$ cat config.mk
export PLATFORM = sky130hd
export DESIGN_NAME = serial_adder
export DESIGN_NICKNAME = d
export VERILOG_FILES = /design/src/rtl/serial_adder.sv
export SDC_FILE = /design/constraint.sdc
export NUM_CORES = 1
export LEC_CHECK = 0
export CAP_MARGIN = 5
export CORE_ASPECT_RATIO = 2
export CORE_MARGIN = 2
export CORE_UTILIZATION = 50
export CTS_BUF_LIST = sky130_fd_sc_hd__clkbuf_2 sky130_fd_sc_hd__clkbuf_4 sky130_fd_sc_hd__clkbuf_8
export CTS_CLUSTER_DIAMETER = 150
export DETAILED_ROUTE_END_ITERATION = 10
export PLACE_DENSITY_LB_ADDON = 0.05
export SLEW_MARGIN = 20
export SYNTH_ARGS = -nofsm -noshare
export SYNTH_HDL_FRONTEND = slang
export SYNTH_SLANG_ARGS = --single-unit
export TNS_END_PERCENT = 5
$ cat constraint.sdc
create_clock -name clk -period 1.6 [get_ports clk]
set_input_delay 0.32 -clock clk [delete_from_list [all_inputs] [get_ports clk]]
set_output_delay 0.32 -clock clk [all_outputs]
set_load 0.03 [all_outputs]
$ cat src/rtl/serial_adder.sv
// -----------------------------------------------------------------------------
// serial_adder
//
// Digit-serial adder/subtractor. An accepted start captures both operands and
// the carry-in. The adder then processes DIGIT bits per clock, least
// significant slice first, and holds the result until the next accepted start.
//
// Parameters
//   WIDTH  operand and result width in bits (>= 2)
//   DIGIT  bits added per clock; WIDTH must be an integer multiple of DIGIT
//
// Ports
//   clk       in   single clock; all state changes on its rising edge
//   reset     in   synchronous, active-high reset
//   start     in   begin an addition; sampled only when not busy
//   a, b      in   WIDTH-bit operands, captured on an accepted start
//   cin       in   carry-in, captured on an accepted start
//   sub       in   subtract request, captured on an accepted start
//   busy      out  high while the operation is in progress (RUN)
//   done      out  one-cycle pulse marking a valid result (DONE)
//   sum       out  WIDTH-bit result register
//   cout      out  carry out of the MSB
//   overflow  out  two's-complement signed overflow
//
// Configuration
//   SERIAL_ADDER_SUB_EN  when defined, sub=1 computes a - b as a + ~b + 1 and
//                        ignores cin. cout=1 then means "no borrow". When the
//                        macro is undefined, sub is ignored and every operation
//                        is an addition.
// -----------------------------------------------------------------------------
module serial_adder #(
    parameter int WIDTH = 32,
    parameter int DIGIT = 1
) (
    input  logic             clk,
    input  logic             reset,
    input  logic             start,
    input  logic [WIDTH-1:0] a,
    input  logic [WIDTH-1:0] b,
    input  logic             cin,
    input  logic             sub,
    output logic             busy,
    output logic             done,
    output logic [WIDTH-1:0] sum,
    output logic             cout,
    output logic             overflow
);

    localparam int N     = WIDTH / DIGIT;
    localparam int CNT_W = (N > 1) ? $clog2(N) : 1;

    typedef enum logic [1:0] {
        IDLE = 2'd0,
        RUN  = 2'd1,
        DONE = 2'd2
    } state_t;

    state_t             state_q, state_d;
    logic [WIDTH-1:0]   a_q, a_d;
    logic [WIDTH-1:0]   b_q, b_d;
    logic [WIDTH-1:0]   sum_q, sum_d;
    logic               carry_q, carry_d;
    logic [CNT_W-1:0]   cnt_q, cnt_d;
    logic               cout_q, cout_d;
    logic               overflow_q, overflow_d;

    logic [DIGIT:0]       slice_total;
    logic [DIGIT-1:0]     slice_sum;
    logic                 slice_carry;
    logic                 msb_carry_in;
    logic [WIDTH+DIGIT-1:0] sum_shifted;
    logic                 last_slice;

    // The operand registers shift right by DIGIT on every RUN edge, so the
    // slice being added is always the bottom DIGIT bits of each register.
    // The carry into the MSB is recovered from the MSB sum bit, because
    // s = a ^ b ^ cin for every bit position. This avoids a second adder
    // that would only exist to compute the overflow flag.
    assign slice_total  = {1'b0, a_q[DIGIT-1:0]} + {1'b0, b_q[DIGIT-1:0]}
                        + {{DIGIT{1'b0}}, carry_q};
    assign slice_sum    = slice_total[DIGIT-1:0];
    assign slice_carry  = slice_total[DIGIT];
    assign msb_carry_in = slice_sum[DIGIT-1] ^ a_q[DIGIT-1] ^ b_q[DIGIT-1];

    // Each new slice enters the result at the top and moves down. After N
    // slices, the first slice has reached bit 0.
    assign sum_shifted  = {slice_sum, sum_q};
    assign last_slice   = (cnt_q == CNT_W'(N - 1));

`ifndef SERIAL_ADDER_SUB_EN
    logic unused_sub;
    assign unused_sub = sub;
`endif

    // Next-state and datapath logic. Subtraction is folded into the
    // operand capture: b is inverted and the carry register is preloaded
    // with 1. The serial loop therefore only ever performs an addition.
    always_comb begin
        state_d    = state_q;
        a_d        = a_q;
        b_d        = b_q;
        sum_d      = sum_q;
        carry_d    = carry_q;
        cnt_d      = cnt_q;
        cout_d     = cout_q;
        overflow_d = overflow_q;

        case (state_q)
            IDLE, DONE: begin
                if (start) begin
                    a_d     = a;
                    cnt_d   = '0;
                    state_d = RUN;
`ifdef SERIAL_ADDER_SUB_EN
                    if (sub) begin
                        b_d     = ~b;
                        carry_d = 1'b1;
                    end else begin
                        b_d     = b;
                        carry_d = cin;
                    end
`else
                    b_d     = b;
                    carry_d = cin;
`endif
                end else if (state_q == DONE) begin
                    state_d = IDLE;
                end
            end

            RUN: begin
                a_d     = a_q >> DIGIT;
                b_d     = b_q >> DIGIT;
                sum_d   = sum_shifted[WIDTH+DIGIT-1:DIGIT];
                carry_d = slice_carry;
                cnt_d   = cnt_q + 1'b1;
                if (last_slice) begin
                    cout_d     = slice_carry;
                    overflow_d = msb_carry_in ^ slice_carry;
                    state_d    = DONE;
                end
            end

            default: begin
                state_d = IDLE;
            end
        endcase
    end

    // State register. Reset abandons any operation in progress and clears
    // the visible result along with the internal carry and counter.
    always_ff @(posedge clk) begin
        if (reset) begin
            state_q    <= IDLE;
            a_q        <= '0;
            b_q        <= '0;
            sum_q      <= '0;
            carry_q    <= 1'b0;
            cnt_q      <= '0;
            cout_q     <= 1'b0;
            overflow_q <= 1'b0;
        end else begin
            state_q    <= state_d;
            a_q        <= a_d;
            b_q        <= b_d;
            sum_q      <= sum_d;
            carry_q    <= carry_d;
            cnt_q      <= cnt_d;
            cout_q     <= cout_d;
            overflow_q <= overflow_d;
        end
    end

    assign busy     = (state_q == RUN);
    assign done     = (state_q == DONE);
    assign sum      = sum_q;
    assign cout     = cout_q;
    assign overflow = overflow_q;

endmodule

Word level (Yosys, flattened, before mapping) --
Index checks and enable logic that the tools add are counted.
Storage, ports and cells: bits of input ports 69, output and inout port bits 36, bits in registers 106, logic and storage cells 38
Operators by class: multiplexer cells 12, reduce and logical (&&, ||, !) cells 6, bitwise logic cells 3, add/sub/neg operators 3, equal/unequal tests 6
Operators by type and width (count):
- one-hot mux 32 bit (2 select lines) | 2
- 2-to-1 mux 32 bit | 2
- one-hot mux 5 bit (2 select lines) | 1
- 2-to-1 mux 2 bit | 3
- AND reduction 2 bit | 3
- adder 5 x 1 -> 5 bit, second input constant | 1
- == test 5 bit, second input constant | 1
- 2-to-1 mux 5 bit | 1
- one-hot mux 2 bit (2 select lines) | 1
- != test 3 bit, second input constant | 1
- XOR 1 bit | 3
- adder 1 x 1 -> 2 bit | 1
- adder 2 x 1 -> 2 bit | 1
- == test 2 x 1 -> 1 bit, second input constant | 1
- == test 2 bit, second input constant | 1
- logical NOT 2 bit | 1
- != test 2 x 1 -> 1 bit, second input constant | 1
- != test 2 bit, second input constant | 1
- one-hot mux 1 bit (2 select lines) | 1
- nonzero test 2 bit | 1
- OR reduction 2 bit | 1
- 2-to-1 mux 1 bit | 1

Longest topological paths before layout --
word-level depth 5, depth in mapped cells 8, mapped depth without buffers 6

Worst setup path before layout --
No wires, ideal clock.
path type register -> register, from reg a_q[0], to reg overflow_q (netlist: overflow), period minus slack after synthesis 1405 ps, slack 195 ps, arrival time 1327 ps, required time 1522 ps, cell stages (with the launch flop) 6, path through dfxtp_1 > fa_1 > xnor2_1 > xnor2_1 > nor2_1 > nor3_1
On the way: longest elaborated chain between the ends 5
Ends and longest elaborated chain:
- start, declared | line 59 | logic [WIDTH-1:0] a_q, a_d;
- start signal, assigned | line 155 | a_q <= '0;
- start signal, assigned | line 164 | a_q <= a_d;
- adder 1 x 1 -> 2 bit | line 79 | assign slice_total = {1'b0, a_q[DIGIT-1:0]} + {1'b0, b_q[DIGIT-1:0]}
- adder 2 x 1 -> 2 bit | line 80 | + {{DIGIT{1'b0}}, carry_q};
- via slice_total[0] | line 67 | logic [DIGIT:0] slice_total;
- XOR 1 bit (2 in a row) | line 83 | assign msb_carry_in = slice_sum[DIGIT-1] ^ a_q[DIGIT-1] ^ b_q[DIGIT-1];
- XOR 1 bit | line 139 | overflow_d = msb_carry_in ^ slice_carry;
- end signal, assigned | line 170 | overflow_q <= overflow_d;
- end, declared | line 65 | logic overflow_q, overflow_d;
The timed path passes the listed nets, and every way through them passes these cells. A chain may end at the register's enable or synchronous reset.

Worst setup path in the final report --
from reg state_q[1], to out busy
On the way: longest elaborated chain between the ends 1
Ends and longest elaborated chain:
- start, declared | line 58 | state_t state_q, state_d;
- start signal, assigned | line 163 | state_q <= state_d;
- == test 2 x 1 -> 1 bit | line 174 | assign busy = (state_q == RUN);
- end, declared | line 42 | output logic busy,
No other way between the ends.

==> impl_metrics.json <==
{
  "p_total_uw": 5440,
  "grt_setup_unrepaired": "false",
  "grt_max_degree": 40,
  "cts_buffers": 9,
  "vias": 3698,
  "pin_count": 105,
  "yosysTopAreaCell": "dfxtp_1",
  "postLayoutCoreUtil_pct": 69.7,
  "worstPathArrival_ns": 1.26,
  "syn_area_mm2": 0.00406,
  "drv_slew": 0,
  "worstHoldPathType": "in -> reg",
  "max_slew_margin_pct": 75.8,
  "run_status": "completed",
  "ys_warn_count": 0,
  "design.core.area_mm2": 0.00789,
  "synth.ff_latch_count": 106,
  "combPwrFrac_pct": 14.5,
  "grt_use_total_pct": 23.2,
  "fmaxAchievable_mhz": 635,
  "die_y_um": 131,
  "clock_latency_ns": 0.37,
  "routed_wl_mm": 10.0,
  "final_common_cell": "nand2_1",
  "wl_per_cell_um": 14.9,
  "cts_num_sinks": 106,
  "cp-start-kind": "register",
  "synth.distinct_cells": 25,
  "root_buffer": "clkbuf_8",
  "antenna_cells": 0,
  "cts_tree": "built",
  "cap_violations": 0,
  "worstPathRequired_ns": 1.28,
  "fp-row-count": 46,
  "synthTopCellsByArea": "dfxtp_1 52%, a22oi_1 12%, a21oi_1 12%, nand2_1 12%, buf_4 1.9%",
  "p_int_uw": 4080,
  "drive_above_1_share_pct": 8.84,
  "nNetsFinal": 644,
  "setup-violations-final": 0,
  "sw_frac_of_total_pct": 25.0,
  "placed_area_mm2": 0.00518,
  "synthesis.nets": 548,
  "crit_path_top_delay_cell": "dfxtp_2",
  "synth.yosys.seq_area_share_pct": 52.3,
  "p_clk_share_pct": 33.4,
  "peakVddDrop_uv": 739,
  "io_buffers": 103,
  "final.setup.worst_slack_ns": 0.0246,
  "pre_cts_ws_ns": -0.126,
  "drc_errors": 0,
  "stdcell_count": 673,
  "crit_type": "reg -> out",
  "tightest_slew_ns": 0.363,
  "grt-ovfl-total": 0,
  "min_period_ns": 1.58,
  "fin_skew_ns": 0.00981,
  "yosysTopAreaCellShare_pct": 52.3,
  "timing_hold_violations_final": 0,
  "viasPerCell": 5.49,
  "synth_cells": 476,
  "path_max_fanout": 10,
  "antenna_found_initial": 0,
  "slowest_delay_ns": 0.36,
  "path_cells": "nand2b_4 > clkinv_8 > buf_16 > buf_8",
  "drt-initial-drc-count": 194,
  "design.die.area_mm2": 0.00889,
  "post-route-period-util_pct": 98.5,
  "dp.cells": 652,
  "final_area_mm2": 0.00550,
  "h-tree-depth": 3,
  "syn_to_final_growth_pct": 35.5,
  "grt_pass1_wl_mm": 16.0,
  "power_leakage_uw": 0.00213,
  "cts_buffer_depth": 2,
  "mostFrequentLayoutCells": "129 x nand2_1, 103 x dfxtp_1, 99 x a21oi_1",
  "netSwitchingPower_uw": 1360,
  "power_density_mw_per_mm2": 989,
  "globalplace.congestion": 0.755,
  "start_util_pct": 51.4,
  "firstDrtPassIters": 4,
  "grt_pass1_vias": 3652,
  "syn_avg_cell_area_um2": 8.52,
  "end_kind": "output port",
  "clkSlewWorstSetupHoldPaths_ns": 0.10,
  "ant_nets": 0,
  "seq_power_share_pct": 52.1,
  "post-dp-hpwl_mm": 6.80,
  "die_x_um": 67.7
}
## synthesized netlist by cell type
cell	instances
xnor2_1	2
inv_4	1
mux2i_1	1
dfxtp_1	106
and3_1	1
a22oi_1	67
nor3_1	1
nor2_1	14
xor2_1	1
nand3b_1	1
clkbuf_1	17
buf_4	10
nand3_1	1
fa_1	1
a21oi_1	99
ha_1	2
nor2_8	1
buf_6	3
inv_1	1
nand2b_1	1
nor2b_1	2
nand4_1	1
buf_2	12
nand2_1	129
o21ai_0	1
## repair_timing
action | CTS | global route
resized for setup | 43 | 4
hold buffers | 0 | 0
setup endpoints to repair | 36 | 2
cloned | 0 | 2
pin swaps | 0 | 2
setup buffers | 0 | 3
## final timing paths
kind | to | start | slack [ns] | cells past startpoint
max | busy | state_q[1]$_SDFFE_PP0P_ | 0.02 | 4
min | state_q[0]$_SDFFE_PP0P_ | reset | 0.33 | 2
max reg2reg | b_q[9]$_SDFFE_PP0P_ | state_q[1]$_SDFFE_PP0P_ | 0.09 | 7
min reg2reg | b_q[1]$_SDFFE_PP0P_ | b_q[1]$_SDFFE_PP0P_ | 0.46 | 2
## critical path: cells and delay by family (launching register included)
family        cells  cell delay, ns
flops             1            0.36
buf+inv           3            0.35
simple gates      1            0.17
## area by class of cell
type                            count  area (um2)
Sequential cell                   106        2130
Multi-Input combinational cell    326        1720
Clock buffer                       10         138
Tap cell                           96         120
Timing Repair Buffer              127        1290
Fill cell                         690        2390
Clock inverter                      6        90.1
Inverter                            2        20.0
## registers in the layout (all words and copies together), names as in the netlist
signal / flops
cout: 1
carry_q: 1
a_q: 32
cnt_q: 5
sum: 32
overflow: 1
b_q: 32
state_q: 2
## kinds of logic (layout without fill, tap and decap cells)
| family | Yosys count | after routing | share of synthesized area [%] |
|---|---|---|---|
| AOI/OAI and AO/OA | 167 | 167 | 24.7 |
| xor gates and xnor gates | 3 | 3 | 0.648 |
| adders and majority gates | 3 | 3 | 1.11 |
| buffers and inverters | 44 | 145 | 5.99 |
| DFF | 106 | 106 | 52.3 |
| muxes | 1 | 1 | 0.247 |
| and+or+nand+nor | 152 | 152 | 14.9 |
## power by group through the flow
stage / Sequential (uW) / Clock, uW / Combinational [uW]
after global placement: 2880 / 0 / 715
after CTS: 2830 / 1860 / 743
final: 2830 / 1820 / 786
after detailed placement: 2890 / 0 / 730
after floorplan: 2880 / 0 / 435
after global routing: 2850 / 1950 / 863
## through the flow
stage	hold WS, ns	TNS, ns
after floorplan	0.437	0
after global placement	0.442	-2.53
after detailed placement	0.447	-3.79
after CTS	0.311	-0.0558
after global routing	0.334	0
final	0.327	0
## metal layers
metal / up-vias / track usage [%] / part of all wire (%)
met2: 111 / 41.6 / 55
li1: 1833 / - / -
met4: 0 / 10.5 / 2.9
met3: 19 / 5.05 / 4.5
met5: - / 0 / 0
met1: 1735 / 24.3 / 37
Note: power is estimated with default switching activity, not from simulation.
